**src/rtl/cpu_pkg.sv**
```systemverilog
// Shared constants for the operand-fetch / register-file slice: register count,
// return-address index and instruction field positions.
package cpu_pkg;

    localparam int NREG   = 16;
    localparam int RA_IDX = 15;

    localparam int RD_HI  = 25;
    localparam int RD_LO  = 22;
    localparam int RS1_HI = 21;
    localparam int RS1_LO = 18;
    localparam int RS2_HI = 17;
    localparam int RS2_LO = 14;

    typedef struct packed {
        logic [31:0] op1;
        logic [31:0] op2;
    } operands_t;

endpackage

```
**src/rtl/reg_scoreboard.sv**
```systemverilog
// Per-register in-flight write counters. busy/full are reported as seen after
// this cycle's commit, so a write-back retiring the last pending write unblocks issue.
module reg_scoreboard #(
    parameter  int NREG   = 16,
    parameter  int PEND_W = 2,
    localparam int AW     = $clog2(NREG)
) (
    input  logic            clk_i,
    input  logic            reset_i,
    input  logic            inc_i,
    input  logic [AW-1:0]   inc_addr_i,
    input  logic            dec_i,
    input  logic [AW-1:0]   dec_addr_i,
    input  logic            fdec_i,
    input  logic [AW-1:0]   fdec_addr_i,
    output logic [NREG-1:0] busy_o,
    output logic [NREG-1:0] full_o
);

    localparam logic [PEND_W-1:0] PEND_MAX = '1;

    for (genvar r = 0; r < NREG; r++) begin : g_cnt
        logic              hit_inc, hit_dec, hit_fdec;
        logic [PEND_W-1:0] cnt_q, cnt_d, after_commit;
        logic [PEND_W+1:0] base, take, diff;

        assign hit_inc  = inc_i  && (inc_addr_i  == AW'(r));
        assign hit_dec  = dec_i  && (dec_addr_i  == AW'(r));
        assign hit_fdec = fdec_i && (fdec_addr_i == AW'(r));

        assign after_commit = (hit_dec && cnt_q != '0) ? cnt_q - 1'b1 : cnt_q;
        assign busy_o[r]    = (after_commit != '0);
        assign full_o[r]    = (after_commit == PEND_MAX);

        // Net sum of issue, commit and flush-drop; going below zero clamps.
        assign base = {2'b00, cnt_q} + {{(PEND_W+1){1'b0}}, hit_inc};
        assign take = {{(PEND_W+1){1'b0}}, hit_dec} + {{(PEND_W+1){1'b0}}, hit_fdec};
        assign diff = base - take;
        assign cnt_d = (base <= take)               ? '0 :
                       (diff > {2'b00, PEND_MAX})   ? PEND_MAX :
                                                      diff[PEND_W-1:0];

        always_ff @(posedge clk_i) begin
            if (reset_i) cnt_q <= '0;
            else         cnt_q <= cnt_d;
        end
    end

endmodule

```
**src/rtl/operand_fetch_rf.sv**
```systemverilog
// Register file with write-back bypass, RAW scoreboard and a registered
// valid/ready operand stage feeding execute.
module operand_fetch_rf #(
    parameter  int NREG   = cpu_pkg::NREG,
    parameter  int PEND_W = 2,
    localparam int AW     = $clog2(NREG)
) (
    input  logic          clk,
    input  logic          reset,
    input  logic          inValid,
    output logic          inReady,
    input  logic [31:0]   instruction,
    input  logic          useRs1,
    input  logic          useRs2,
    input  logic          isSt,
    input  logic          isRet,
    input  logic          isWb,
    input  logic          isCall,
    output logic          outValid,
    input  logic          outReady,
    output logic [31:0]   op1,
    output logic [31:0]   op2,
    output logic [AW-1:0] destAddr,
    output logic          destWb,
    input  logic          flush,
    input  logic          wbEn,
    input  logic [AW-1:0] writeRegAddr,
    input  logic [31:0]   writeData
);

    import cpu_pkg::*;

    logic [AW-1:0]          rd, rs1, rs2, s1, s2, dst;
    logic [NREG-1:0][31:0]  regs_q;
    operands_t              ops_q, ops_d;
    logic                   out_valid_q, dest_wb_q;
    logic [AW-1:0]          dest_q;
    logic [NREG-1:0]        busy, full;
    logic                   hazard, accept;
    logic                   unused_fields;

    assign rd  = instruction[RD_HI:RD_LO];
    assign rs1 = instruction[RS1_HI:RS1_LO];
    assign rs2 = instruction[RS2_HI:RS2_LO];
    assign unused_fields = ^{instruction[31:26], instruction[13:0]};

    assign s1  = isRet  ? AW'(RA_IDX) : rs1;
    assign s2  = isSt   ? rd          : rs2;
    assign dst = isCall ? AW'(RA_IDX) : rd;

    // Same-cycle write-back wins over the stored value.
    assign ops_d.op1 = (wbEn && writeRegAddr == s1) ? writeData : regs_q[s1];
    assign ops_d.op2 = (wbEn && writeRegAddr == s2) ? writeData : regs_q[s2];

    assign hazard  = (useRs1 && busy[s1]) || (useRs2 && busy[s2]) || (isWb && full[dst]);
    assign inReady = !hazard && (!out_valid_q || outReady) && !flush;
    assign accept  = inValid && inReady;

    reg_scoreboard #(.NREG(NREG), .PEND_W(PEND_W)) u_sb (
        .clk_i       (clk),
        .reset_i     (reset),
        .inc_i       (accept && isWb),
        .inc_addr_i  (dst),
        .dec_i       (wbEn),
        .dec_addr_i  (writeRegAddr),
        .fdec_i      (flush && out_valid_q && dest_wb_q),
        .fdec_addr_i (dest_q),
        .busy_o      (busy),
        .full_o      (full)
    );

    always_ff @(posedge clk) begin
        if (reset)     regs_q <= '0;
        else if (wbEn) regs_q[writeRegAddr] <= writeData;
    end

    always_ff @(posedge clk) begin
        if (reset) begin
            out_valid_q <= 1'b0;
            ops_q       <= '0;
            dest_q      <= '0;
            dest_wb_q   <= 1'b0;
        end else if (flush) begin
            out_valid_q <= 1'b0;
        end else if (accept) begin
            out_valid_q <= 1'b1;
            ops_q       <= ops_d;
            dest_q      <= dst;
            dest_wb_q   <= isWb;
        end else if (outReady) begin
            out_valid_q <= 1'b0;
        end
    end

    assign outValid = out_valid_q;
    assign op1      = ops_q.op1;
    assign op2      = ops_q.op2;
    assign destAddr = dest_q;
    assign destWb   = dest_wb_q;

endmodule

```
**config.mk**
```make
export PLATFORM = sky130hd
export DESIGN_NAME = operand_fetch_rf
export DESIGN_NICKNAME = d
export VERILOG_FILES = /design/src/rtl/cpu_pkg.sv /design/src/rtl/reg_scoreboard.sv /design/src/rtl/operand_fetch_rf.sv
export SDC_FILE = /design/constraint.sdc
export NUM_CORES = 2
export LEC_CHECK = 0
export ABC_CLOCK_PERIOD_IN_PS = 16800
export CAP_MARGIN = 15
export CORE_UTILIZATION = 65
export DETAILED_ROUTE_END_ITERATION = 7
export GPL_TIMING_DRIVEN = 0
export PLACE_DENSITY = 0.85
export SYNTH_ARGS = -nofsm -noshare
export SYNTH_HDL_FRONTEND = slang
export SYNTH_SLANG_ARGS = --single-unit
```
**constraint.sdc**
```tcl
create_clock -name clk -period 16.8 [get_ports clk]
set_clock_uncertainty 0.2 [all_clocks]
set_input_delay 3.36 -clock clk [delete_from_list [all_inputs] [get_ports clk]]
set_output_delay 3.36 -clock clk [all_outputs]
set_load 0.02 [all_outputs]
```
Word level (Yosys, flattened, before mapping):

Cells that the tools add are included.

* bitwise gates (word level): 1
* reductions and logical operators: 136
* eq/ne operators: 63
* multiplexer cells: 52
* $lt $le $gt $ge: 37
* add/subtract/negate cells: 64

Operator list (number)
* $bwmux 512: 1
* $bmux 32 s4: 2
* $mux 32: 5
* $demux 32 s4: 1
* $eq 4x4->1 const B: 24
* $logic_and 1x1->1: 76
* $reduce_bool 2->1: 33
* $gt 4x2->1 const B: 16
* $le 4x4->1: 16
* $mux 2: 32
* $sub 4x4->4: 16
* $add 2x1->3: 16
* $eq 4x3->1 const B: 12
* $reduce_or 2->1: 17
* $add 1x1->2: 16
* $eq 2x2->1 const B: 16
* $sub 2x1->2 const B: 16
* $eq 4x2->1 const B: 6
* $lt 4x5->1 const B: 4
* $bmux 1 s4: 3
* $eq 4x1->1 const B: 3
* $logic_not 4->1: 3
* $mux 4: 3
* $eq 4x4->1: 2
* other kinds (6): 14

* bits of input ports: 80
* output and inout bits: 71
* logic and storage cells: 390
* register bits: 614

Longest topological paths before layout:

* depth after elaboration: 20
* mapped depth: 23
* gate-level depth less buffers: 20

Hierarchy:

Synthesis repeated with hierarchy kept, for this count alone.

* cells, all modules: 4427
* area, all modules: 35424.0 µm²

Modules (own cells, without submodules)
* operand_fetch_rf: sequential area each 11651.2 µm², area each 30707.0 µm², times used 1, cells an instance 3842
* reg_scoreboard: sequential area each 640.6 µm², area each 4717.0 µm², times used 1, cells an instance 585

Worst setup path after synthesis:

No wires, ideal clock.

* path kind: input port to output port
* from: input writeRegAddr[3]
* to: output inReady
* slack: 7.634 ns
* required time: 13.240 ns
* buffers on the path: 2
* stages: 9
* arrival time: 5.606 ns
* cell sequence: buf_2 > nand3b_1 > clkbuf_1 > or4_1 > o311ai_0 > a41oi_1 > o21ai_1 > o22ai_2 > nor4_1

* longest elaborated chain between the ends: 13
* elaborated cells between the ends (all ways): 110
* classes of those cells: 31 x eq/ne; 22 x mux; 57 x reduce/logical

RTL lines
* start, declared: line operand_fetch_rf.sv:27 `input logic [AW-1:0] writeRegAddr,`
* $eq 4x1->1, or another cell as far along: line reg_scoreboard.sv:28 `assign hit_dec = dec_i && (dec_addr_i == AW'(r));`
* $logic_and 1x1->1: line reg_scoreboard.sv:28
* $logic_and 1x1->1: line reg_scoreboard.sv:31 `assign after_commit = (hit_dec && cnt_q != '0) ? cnt_q - 1'b1 : cnt_q;`
* $mux 2: line reg_scoreboard.sv:31
* $reduce_bool 2->1: line reg_scoreboard.sv:32 `assign busy_o[r] = (after_commit != '0);`
* $bmux 1 s4: line operand_fetch_rf.sv:55 `assign hazard = (useRs1 && busy[s1]) || (useRs2 && busy[s2]) || (isWb && full[dst]);`
* $mux 1 (not written as such): line operand_fetch_rf.sv:55
* $logic_and 1x1->1: line operand_fetch_rf.sv:55
* $logic_or 1x1->1: line operand_fetch_rf.sv:55
* $logic_or 1x1->1 (*): line operand_fetch_rf.sv:55
* $logic_not 1->1 (*): line operand_fetch_rf.sv:56 `assign inReady = !hazard && (!out_valid_q || outReady) && !flush;`
* $logic_and 1x1->1 (*) (2 in series): line operand_fetch_rf.sv:56
* end, declared: line operand_fetch_rf.sv:11 `output logic inReady,`

Every way passes the cells marked *; elsewhere a longest branch is shown, timed or not. The select of a mux whose other input is x is not followed.

Worst setup path after layout:

* from: input writeRegAddr[0]
* to: output inReady

Same word-level chain as after synthesis.

==> impl_metrics.yaml <==
final_layout:
  drive_above_1_share_pct: 5.80
  final_area_sq_um: 40600
  syn_to_final_growth_pct: 12.2
  final_nets: 5226
  nFillCells: 4454
timing:
  rsz0062_at_grt: "no"
  finalSetupViolations: 0
  max_freq_mhz: 89.4
  hold_violations: 0
  fin_setup_tns_ns: 0
  post-route-period-util_pct: 66.6
  worst_slack_ns: 5.61
  worst_slew_pin_slew_ns: 1.45
  min_period_ns: 11.19
  slew_viol_final: 0
  slew_headroom_pct: 3.04
detailed_routing:
  wirelength_um: 157000
  vias: 40200
  detail_route.first_pass.iterations: 8
  first_iter_violations: 7075
  antenna_left: 0
  vias_per_cell: 6.91
  drc_errors: 7
  wl_per_cell_um: 26.9
synth:
  ys_ff_latch: 614
  syn_area_sq_um: 36200
  synth_edf_count: 0
  syn_inst: 4845
  ys_seq_area_share_pct: 34.0
  yosysUniqueCellTypes: 74
  synth_warnings: 0
  async_reset_ff_share_pct: 0
  ys.flop_type: "dfxtp_1"
  syn_nets: 5053
  avgSynthCellArea_sq_um: 7.46
setup_path:
  required_ns: 13.24
  r2r_start: "u_sb.g_cnt[1].cnt_q[0]"
  setup.worst_path.end_class: "output port"
  timing.reg2reg.worst_path_depth: 19
  r2r_end: "u_sb.g_cnt[6].cnt_q[1]"
  arrival_ns: 7.63
  cp-start-kind: "input port"
  critical_path_class: "in -> out"
  critPathCapture: "inReady"
  worstSetupStartpoint: "writeRegAddr[0]"
  r2r_setup_slack_ns: 11.10
  critPathMaxFanout: 8
floorplan:
  core_area_sq_um: 55000
  core.rowCount: 86
  fp.dieW_um: 238
  fp.dieH_um: 238
  initial_core_util_pct: 65.8
  ios: 151
  dieArea_sq_um: 56600
min_path:
  hp-class: "reg -> reg"
place:
  gp_congestion: 1.09
  post-place-ws_ns: 6.01
  numPortBuffers: 93
  place_hpwl_um: 111000
  place_area_sq_um: 38100
global_route:
  grt_pass1_vias: 37200
  grt_use_total_pct: 53.8
  antenna_found_initial: 7
  grt-ovfl-total: 0
  grt_max_degree: 14
  grt_pass1_wl_um: 227000
power_and_ir_drop:
  power_density_nw_per_um2: 91.1
  leakagePower_uw: 0.0139
  ir_drop_mv: 0.0808
  power.total_uw: 3690
status:
  outcome: "finished with violations"
  violations: "design-rule violations"
clocking:
  clock_path_buffers: 3
  cts_hold_buf: 0
  h-tree-depth: 3
  root_buffer: "clkbuf_16"
  cts_sinks: 614
  numCtsBuffers: 69
  post_cts_resized: 0
  clk_latency_ns: 0.65
  cts_tree: "done"
  post_cts_buffers: 0
  path_clk_slew_ns: 0.06
run:
  maxCapViolations: 0
## power by group
part	leakage (uW)	total, uW	internal (uW)	switching (uW)
sequential	0.00496	1510	1480	23.6
clock	0.00117	1610	937	674
combinational	0.00780	574	162	412
total	0.0139	3690	2580	1110
## critical path, cell delays in order
cell,delay (ns)
clkdlybuf4s50_1,0.56
and2_1,0.15
clkbuf_1,0.46
nand2_1,0.68
inv_2,0.47
a311oi_1,0.15
or4_1,0.58
a211o_1,0.32
o22ai_2,0.23
nor4_1,0.10
clkdlybuf4s50_1,0.55
## how the worst min path moves through the flow
stage	cells after the start	startpoint	endpoint	slack (ns)
5_1_grt	2	regs_q[502]	regs_q[502]	0.28
2_1_floorplan	2	regs_q[480]	regs_q[480]	0.25
4_1_cts	2	regs_q[495]	regs_q[495]	0.27
3_5_place_dp	2	regs_q[253]	regs_q[253]	0.26
6_report	2	regs_q[502]	regs_q[502]	0.27
3_3_place_gp	2	regs_q[482]	regs_q[482]	0.25
## final cells by class
class                   count  area (sq um)  area share [%]
diodes                      3          7.51          0.0185
plain buffers             454          1810            4.47
clock buffers              96          2020            4.99
clock inverters            29           318           0.784
inverters                 196           736            1.81
multi-input cells        3581         21300            52.6
flip-flops and latches    614         12300            30.3
well taps                 748           936            2.31
repair buffers            102          1100            2.70
## metrics by stage
stage               instances  hold WS (ns)  util [%]
finish                   5823         0.267      73.8
CTS                      5815         0.267      73.6
global route             5820         0.281      73.7
detailed placement       5690         0.259      69.3
global placement         5686         0.251      69.1
floorplan                4845         0.245         -
## state kept, by name, indices dropped and copies added, names as in the netlist
signal / cells
u_sb.g_cnt.cnt_q: 32
destWb: 1
outValid: 1
op2: 32
destAddr: 4
regs_q: 512
op1: 32
## cell families (layout without fill, tap and decap cells)
kind of cell               count (synthesis)  after routing  synth area share (%)
adders and majority gates                128            128                  5.09
other                                      0              3                     0
xor gates and xnor gates                   8              8                 0.194
buffers and inverters                    650            877                  7.05
and+or+nand+nor                         1870           1870                  21.4
muxes                                    327            327                  10.2
DFF                                      614            614                  34.0
AOI/OAI and AO/OA                       1248           1248                  22.0
## cell usage after synthesis, drive strengths merged, types with 71 or more instances
library cell | count | area (sq um)
a21oi | 645 | 3230
dfxtp | 614 | 12300
clkbuf | 356 | 1340
a211oi | 191 | 1580
o21ai | 100 | 500
mux2i | 292 | 2920
nor2 | 154 | 578
a311oi | 71 | 622
nand2 | 1408 | 5290
nor3 | 81 | 410
buf | 98 | 478
a31oi | 79 | 676
inv | 196 | 736
ha | 96 | 1200
## cells in the final DEF, fill, tap and decap left out, types with 19 or more instances in the layout
master,netlist,routed
clkdlybuf4s50_1,0,93
nor2_1,154,154
and2_1,66,66
fa_1,32,32
nand2b_1,47,47
inv_1,191,191
a31oi_2,29,29
nor3_1,80,80
o21ai_0,98,98
a211o_1,36,36
or2_2,37,37
a311oi_1,71,71
clkinv_2,0,20
a211oi_2,30,30
dfxtp_1,614,614
ha_1,96,96
clkbuf_1,356,368
buf_1,67,67
o32ai_1,32,32
a31oi_1,50,50
nand2_1,1408,1408
clkbuf_16,0,73
a211oi_1,161,161
a21oi_1,645,645
mux4_2,32,32
mux2i_1,292,292
buf_2,19,19
o22ai_1,19,19
## metal layers
| layer | GRT usage, % | part of all wire (%) |
|---|---|---|
| met4 | 41.7 | 9.1 |
| met3 | 22.7 | 17 |
| met1 | 64.6 | 35 |
| met2 | 75.5 | 40 |
| met5 | 0.693 | 0.098 |
Note: power is estimated with default switching activity, not from simulation.
